$ cat config.mk
export PLATFORM = sky130hd
export DESIGN_NAME = loop_step_ctl_flat
export DESIGN_NICKNAME = d
export VERILOG_FILES = /design/src/rtl/loop_step_ctl_pkg.sv /design/src/rtl/loop_step_ctl_if.sv /design/src/rtl/loop_step_ctl_digit.sv /design/src/rtl/loop_step_ctl.sv /design/src/flat_wrapper.sv
export SDC_FILE = /design/constraint.sdc
export NUM_CORES = 1
export LEC_CHECK = 0
export CAP_MARGIN = 10
export CORE_UTILIZATION = 48
export CTS_BUF_LIST = sky130_fd_sc_hd__clkbuf_2 sky130_fd_sc_hd__clkbuf_4 sky130_fd_sc_hd__clkbuf_8
export DETAILED_ROUTE_END_ITERATION = 12
export GPL_TIMING_DRIVEN = 0
export MAX_ROUTING_LAYER = met4
export PLACE_DENSITY = 0.91
export SYNTH_ARGS = -nofsm -noshare
export SYNTH_HDL_FRONTEND = slang
export SYNTH_SLANG_ARGS = --single-unit
$ cat constraint.sdc
create_clock -name CLK -period 3.9 [get_ports CLK]
set_input_delay 1.17 -clock CLK [delete_from_list [all_inputs] [get_ports CLK]]
set_output_delay 1.17 -clock CLK [all_outputs]
set_load 0.1 [all_outputs]
$ cat src/rtl/loop_step_ctl_pkg.sv
// Shared types and constants for the loop step controller.
package loop_step_pkg;

  localparam int DIGIT_W        = 4;
  localparam int DIGITS_DEFAULT = 3;

  typedef enum logic [1:0] {
    ST_IDLE = 2'd0,
    ST_RUN  = 2'd1,
    ST_DONE = 2'd2
  } state_t;

  // Debug view: FSM state plus the borrow out of the MSB digit
  // (high when a decrement wraps the whole count from zero).
  typedef struct packed {
    state_t state;
    logic   wrap;
  } dbg_t;

endpackage

$ cat src/rtl/loop_step_ctl_if.sv
// Start/step/done handshake between a loop consumer and loop_step_ctl.
//
// Handshake: START is a level request sampled on every rising edge and
// accepted only while BUSY is low; COUNT is captured on that same edge.
// STEP is a level request sampled on every rising edge and consumed only
// while the loop is running; each sampled-high STEP is one iteration.
// ABORT is sampled on every edge and wins over STEP. DONE is a one-cycle
// pulse; there is no back-pressure on DONE.
interface loop_step_ctl_if
  import loop_step_pkg::*;
#(
  parameter int DIGITS = DIGITS_DEFAULT
);
  localparam int W = DIGIT_W * DIGITS;

  logic         START;
  logic [0:W-1] COUNT;
  logic         STEP;
  logic         ABORT;
  logic         BUSY;
  logic         LAST;
  logic         DONE;
  logic [0:W-1] REMAIN;

  // Consumer side: issues requests, observes status.
  modport master (
    output START, COUNT, STEP, ABORT,
    input  BUSY, LAST, DONE, REMAIN
  );

  // Controller side.
  modport slave (
    input  START, COUNT, STEP, ABORT,
    output BUSY, LAST, DONE, REMAIN
  );
endinterface

$ cat src/rtl/loop_step_ctl_digit.sv
// One 4-bit down-counting slice: load, decrement on borrow-in, hold,
// zero detect and ripple borrow-out.
module loop_digit
  import loop_step_pkg::*;
(
  input  logic               clk,
  input  logic               rst_n,
  input  logic               load,
  input  logic [DIGIT_W-1:0] load_val,
  input  logic               bin,
  output logic [DIGIT_W-1:0] q,
  output logic               zero,
  output logic               bout
);

  logic [DIGIT_W-1:0] q_q;
  logic [DIGIT_W-1:0] q_d;

  // Next value: load wins, otherwise decrement when borrowed from.
  always_comb begin
    q_d = q_q;
    if (load) begin
      q_d = load_val;
    end else if (bin) begin
      q_d = q_q - {{(DIGIT_W-1){1'b0}}, 1'b1};
    end
  end

  // Digit register.
  always_ff @(posedge clk or negedge rst_n) begin
    if (!rst_n) begin
      q_q <= '0;
    end else begin
      q_q <= q_d;
    end
  end

  assign q    = q_q;
  assign zero = (q_q == '0);
  // A zero digit passes the borrow on to the next more significant digit.
  assign bout = bin & zero;

endmodule

$ cat src/rtl/loop_step_ctl.sv
// Iteration-count controller: loads a count on START, decrements once per
// STEP through a cascade of 4-bit digits with a ripple borrow chain, and
// pulses DONE when the last iteration is consumed.
//
// Optional feature macro: LOOP_STEP_CTL_ZERO_SKIP_EN
//   defined   - START with COUNT == 0 goes straight to DONE.
//   undefined - COUNT == 0 means 2^W iterations.
module loop_step_ctl
  import loop_step_pkg::*;
#(
  parameter int DIGITS = DIGITS_DEFAULT
)(
  input  logic            CLK,
  input  logic            RESET_N,
  loop_step_ctl_if.slave  bus,
  output dbg_t            dbg
);

  localparam int W = DIGIT_W * DIGITS;

  state_t state_q;
  state_t state_d;

  logic               load;
  logic               dec_en;
  logic               count_zero;
  logic               rem_one;
  logic               upper_zero;
  logic [0:W-1]       remain_w;
  logic [DIGITS-1:0]  dig_zero;
  logic [DIGIT_W-1:0] dig_val [DIGITS];
  // borrow[i+1] feeds digit i; borrow[DIGITS] is the step enable and
  // borrow[0] is the borrow out of the MSB digit.
  logic [DIGITS:0]    borrow;

  assign count_zero     = (bus.COUNT == '0);
  assign borrow[DIGITS] = dec_en;

  // Digit 0 is the MSB (leftmost bits of COUNT); digit DIGITS-1 is the LSB.
  for (genvar i = 0; i < DIGITS; i++) begin : g_digit
    loop_digit u_digit (
      .clk      (CLK),
      .rst_n    (RESET_N),
      .load     (load),
      .load_val (bus.COUNT[DIGIT_W*i +: DIGIT_W]),
      .bin      (borrow[i+1]),
      .q        (dig_val[i]),
      .zero     (dig_zero[i]),
      .bout     (borrow[i])
    );
  end

  // Assemble REMAIN and detect REMAIN == 1 from the digit outputs.
  always_comb begin
    remain_w   = '0;
    upper_zero = 1'b1;
    for (int i = 0; i < DIGITS; i++) begin
      remain_w[DIGIT_W*i +: DIGIT_W] = dig_val[i];
    end
    for (int i = 0; i < DIGITS - 1; i++) begin
      upper_zero = upper_zero & dig_zero[i];
    end
    rem_one = upper_zero && (dig_val[DIGITS-1] == {{(DIGIT_W-1){1'b0}}, 1'b1});
  end

  // Next-state and datapath controls.
  always_comb begin
    state_d = state_q;
    load    = 1'b0;
    dec_en  = 1'b0;
    case (state_q)
      ST_IDLE: begin
        if (bus.START) begin
          load = 1'b1;
`ifdef LOOP_STEP_CTL_ZERO_SKIP_EN
          state_d = count_zero ? ST_DONE : ST_RUN;
`else
          // A zero count runs the full 2^W iterations via wrap-around.
          state_d = ST_RUN;
`endif
        end
      end
      ST_RUN: begin
        if (bus.ABORT) begin
          // REMAIN stays frozen; no DONE for an aborted loop.
          state_d = ST_IDLE;
        end else if (bus.STEP) begin
          dec_en = 1'b1;
          if (rem_one) begin
            state_d = ST_DONE;
          end
        end
      end
      ST_DONE: begin
        // Completion is already committed: ABORT and STEP are ignored.
        state_d = ST_IDLE;
      end
      default: begin
        state_d = ST_IDLE;
      end
    endcase
  end

  // FSM state register.
  always_ff @(posedge CLK or negedge RESET_N) begin
    if (!RESET_N) begin
      state_q <= ST_IDLE;
    end else begin
      state_q <= state_d;
    end
  end

`ifndef LOOP_STEP_CTL_ZERO_SKIP_EN
  // count_zero only steers the FSM when zero-skip is built in.
  logic unused_count_zero;
  assign unused_count_zero = count_zero;
`endif

  assign bus.BUSY   = (state_q != ST_IDLE);
  assign bus.DONE   = (state_q == ST_DONE);
  assign bus.LAST   = (state_q == ST_RUN) && rem_one;
  assign bus.REMAIN = remain_w;

  assign dbg.state = state_q;
  assign dbg.wrap  = borrow[0];

endmodule
$ cat src/flat_wrapper.sv
// flat-port wrapper written by rule: the top's interface ports become plain ports
module loop_step_ctl_flat import loop_step_pkg::*;
#(
  parameter int DIGITS = DIGITS_DEFAULT
)
  (CLK, RESET_N, dbg, bus_START, bus_COUNT, bus_STEP, bus_ABORT, bus_BUSY, bus_LAST, bus_DONE, bus_REMAIN);
  loop_step_ctl_if #(.DIGITS(DIGITS)) bus_i ();
  input  logic CLK;
  input  logic RESET_N;
  output dbg_t dbg;
  input wire logic [$bits(bus_i.START)-1:0] bus_START;
  input wire logic [$bits(bus_i.COUNT)-1:0] bus_COUNT;
  input wire logic [$bits(bus_i.STEP)-1:0] bus_STEP;
  input wire logic [$bits(bus_i.ABORT)-1:0] bus_ABORT;
  output wire logic [$bits(bus_i.BUSY)-1:0] bus_BUSY;
  output wire logic [$bits(bus_i.LAST)-1:0] bus_LAST;
  output wire logic [$bits(bus_i.DONE)-1:0] bus_DONE;
  output wire logic [$bits(bus_i.REMAIN)-1:0] bus_REMAIN;
  assign bus_i.START = bus_START;
  assign bus_i.COUNT = bus_COUNT;
  assign bus_i.STEP = bus_STEP;
  assign bus_i.ABORT = bus_ABORT;
  assign bus_BUSY = bus_i.BUSY;
  assign bus_LAST = bus_i.LAST;
  assign bus_DONE = bus_i.DONE;
  assign bus_REMAIN = bus_i.REMAIN;
  loop_step_ctl #(.DIGITS(DIGITS)) u_core (.CLK(CLK), .RESET_N(RESET_N), .bus(bus_i), .dbg(dbg));
endmodule
==> results.cfg <==
[worst_setup_path]
arrival_ns = 2.65
path_cells = clkdlybuf4s50_1 > and4bb_1 > buf_4 > and3_2 > buf_4 > buf_4
critical_path_class = input port to output pin
crit_fanout = 10
worst_path_max_delay_cell = clkdlybuf4s50_1
path_common_cell = buf_4
worstSetupEndpointType = output pin
cpPeakStageDelay_ns = 0.44
critPathLaunchType = input port
required_ns = 2.73

[timing]
tightest_slew_ns = 0.9784
min_period_ns = 3.820
rsz0062_at_grt = no
period_share = 0.9794
drv_slew = 0
tns_ns = 0
hold_viol_final = 0
worst_slack_ns = 0.08032
fmax_mhz = 261.8
worst_clock_skew_ns = 0.004442
setup_viol = 0
maxSlewHeadroom = 0.3457

[drt]
ant_nets = 0
wl_mm = 2.032
post-route-drc-count = 0
drtIter0Drc = 22
viasPerCell = 5.031
drt_pass1_iterations = 4
vias = 815
post_drt_wl_per_cell_um = 12.54

[power_and_ir_drop]
powerDensity_nw_per_um2 = 616.9
pwr-share-clk = 0.138
ir_worst_vdd_mv = 0.4654
swShare = 0.5494
p_int_uw = 360.3
p_sw_uw = 439.3
pwr-share-comb = 0.588
seqPwrFrac = 0.274
leakagePower_nw = 0.5682
total_power_uw = 799.6

[global_routing]
grt_antenna_before_repair = 0
grt_pass1_wl_mm = 3.346
first_global_vias = 741
grt_use_total = 0.2424
grt-ovfl-total = 0
grt_max_degree = 15

[placed_design]
dp.cells = 158
portBuffers = 34
dp_hpwl_mm = 1.509
dpl_worst_slack_ns = -0.7516
globalplace.congestion = 0.8752

[cells_and_area]
final_core_util = 0.7507
nNetsFinal = 162
drive_above_1_share = 0.1095
antennaDiodeCount = 0
syn_to_final_growth_pct = 45.71
fin_cells = 162

[logic_synthesis]
yosysTopAreaCellShare = 0.3938
synth_cells = 99
ys_ff_latch = 14
synth.avg_cell_area_um2 = 8.986
syn_nets = 123
ys_seq_area_frac = 0.3938
synth_area_um2 = 889.6
synth_area_leaders = dfrtp_1, ha_1, nand2_1
yosys_warnings = 0
synth_area_leader_cell = dfrtp_1
ys_types = 28

[clock_network]
h-tree-depth = 1
clock_path_buffers = 2
ctsRootBufferMaster = clkbuf_4
path_clk_slew_ns = 0.09
clk_latency_ns = 0.29
ctsResizeCount = 7
post_cts.repair.setup_buffers = 0
cts_buffers = 3
holdBufCountCts = 0
cts_tree = built
clock-sinks = 14

[floorplan]
die_x_um = 45.05
start_util = 0.5152
rows = 15
core_area_um2 = 1727
dieArea_um2 = 2030
pin_count = 35
die_height_um = 45.05

[run_status]
status = completed

[hold_path]
min_path_type = register to register

[run]
maxCapViolations = 0
area by class of cell:
class | instances | area [um2]
repair buffers | 34 | 336.6
multi-input cells | 74 | 490.5
plain buffers | 4 | 25.02
well taps | 25 | 31.28
inverters | 7 | 26.28
fillers | 133 | 430.4
flip-flops and latches | 14 | 350.3
clock buffers | 4 | 36.28
kinds of logic after synthesis:
kind of cell               count (synthesis)  share of synthesized area
muxes                                      2                    0.02391
buffers and inverters                     11                    0.05767
AOI/OAI and AO/OA                         11                    0.06469
DFF                                       14                     0.3938
xor gates and xnor gates                   9                    0.08861
adders and majority gates                  7                    0.09845
and+or+nand+nor                           45                     0.2729
metal layers:
metal	part of all wire	routed length [um]	vias to the layer above	GRT usage
met5	0	0	-	-
met4	0.019	39	0	0.1091
met3	0.043	87	4	0.03600
met2	0.50	1007	25	0.3855
met1	0.44	898	381	0.3038
li1	-	-	405	-
final timing paths:
check | startpoint | end | slack [ns] | depth (start not counted)
max | bus_ABORT | dbg[0] | 0.08 | 6
min | u_core.g_digit[0].u_digit.q[1]$_DFFE_PN0P_ | u_core.g_digit[0].u_digit.q[1]$_DFFE_PN0P_ | 0.57 | 2
max reg2reg | u_core.g_digit[2].u_digit.q[0]$_DFFE_PN0P_ | u_core.g_digit[0].u_digit.q[1]$_DFFE_PN0P_ | 2.21 | 6
min reg2reg | u_core.g_digit[0].u_digit.q[1]$_DFFE_PN0P_ | u_core.g_digit[0].u_digit.q[1]$_DFFE_PN0P_ | 0.57 | 2
max in group asynchronous | RESET_N | u_core.g_digit[2].u_digit.q[2]$_DFFE_PN0P_ | 2.20 | 1
min in group asynchronous | RESET_N | u_core.g_digit[1].u_digit.q[2]$_DFFE_PN0P_ | 1.28 | 1
synthesized netlist by cell type:
master,n
nor2b_1,1
nand3_2,1
nand2b_1,1
o21ai_1,1
nor3_1,4
nand3_1,5
nand4_1,3
or3_1,1
dfrtp_1,14
and3_1,1
inv_1,7
a21o_1,1
buf_4,2
mux2_2,1
xor2_1,6
nor3b_2,1
xnor2_1,3
mux2i_1,1
o21ai_0,6
and2_1,1
buf_2,2
nand2_1,15
and4bb_1,1
and3_2,1
a21oi_1,3
ha_1,7
nor3b_4,1
nor2_1,8
registers in the layout, summed over array words and instances, names as in the netlist:
name	flops
u_core.state_q	2
u_core.g_digit.u_digit.q	12
through the flow:
stage	instance area (um2)	hold WS, ns
floorplan	892.1	0.8744
global placement	1264	0.5444
detailed placement	1264	0.5541
CTS	1296	0.5748
global route	1296	0.6143
finish	1296	0.5677
placed cells by master (no fill, tap or decap), types with 4 or more instances in the layout:
cell type        netlist  routed
dfrtp_1               14      14
nand3_1                5       5
o21ai_0                6       6
xor2_1                 6       6
nand2_1               15      15
nor3_1                 4       4
inv_1                  7       7
ha_1                   7       7
nor2_1                 8       7
clkdlybuf4s50_1        0      32
critical path: cells and delay by family:
kind          cells  cell delay, ns
buf+inv           4            0.99
simple gates      2            0.48
power by group through the flow:
stage	sequential, mW	clock, mW	combinational (mW)
2_1_floorplan	0.455	0	0.115
3_3_place_gp	0.219	0	0.460
3_5_place_dp	0.221	0	0.470
4_1_cts	0.218	0.110	0.473
5_1_grt	0.224	0.118	0.497
6_report	0.219	0.110	0.470
Power figures use the tool's default switching activity.
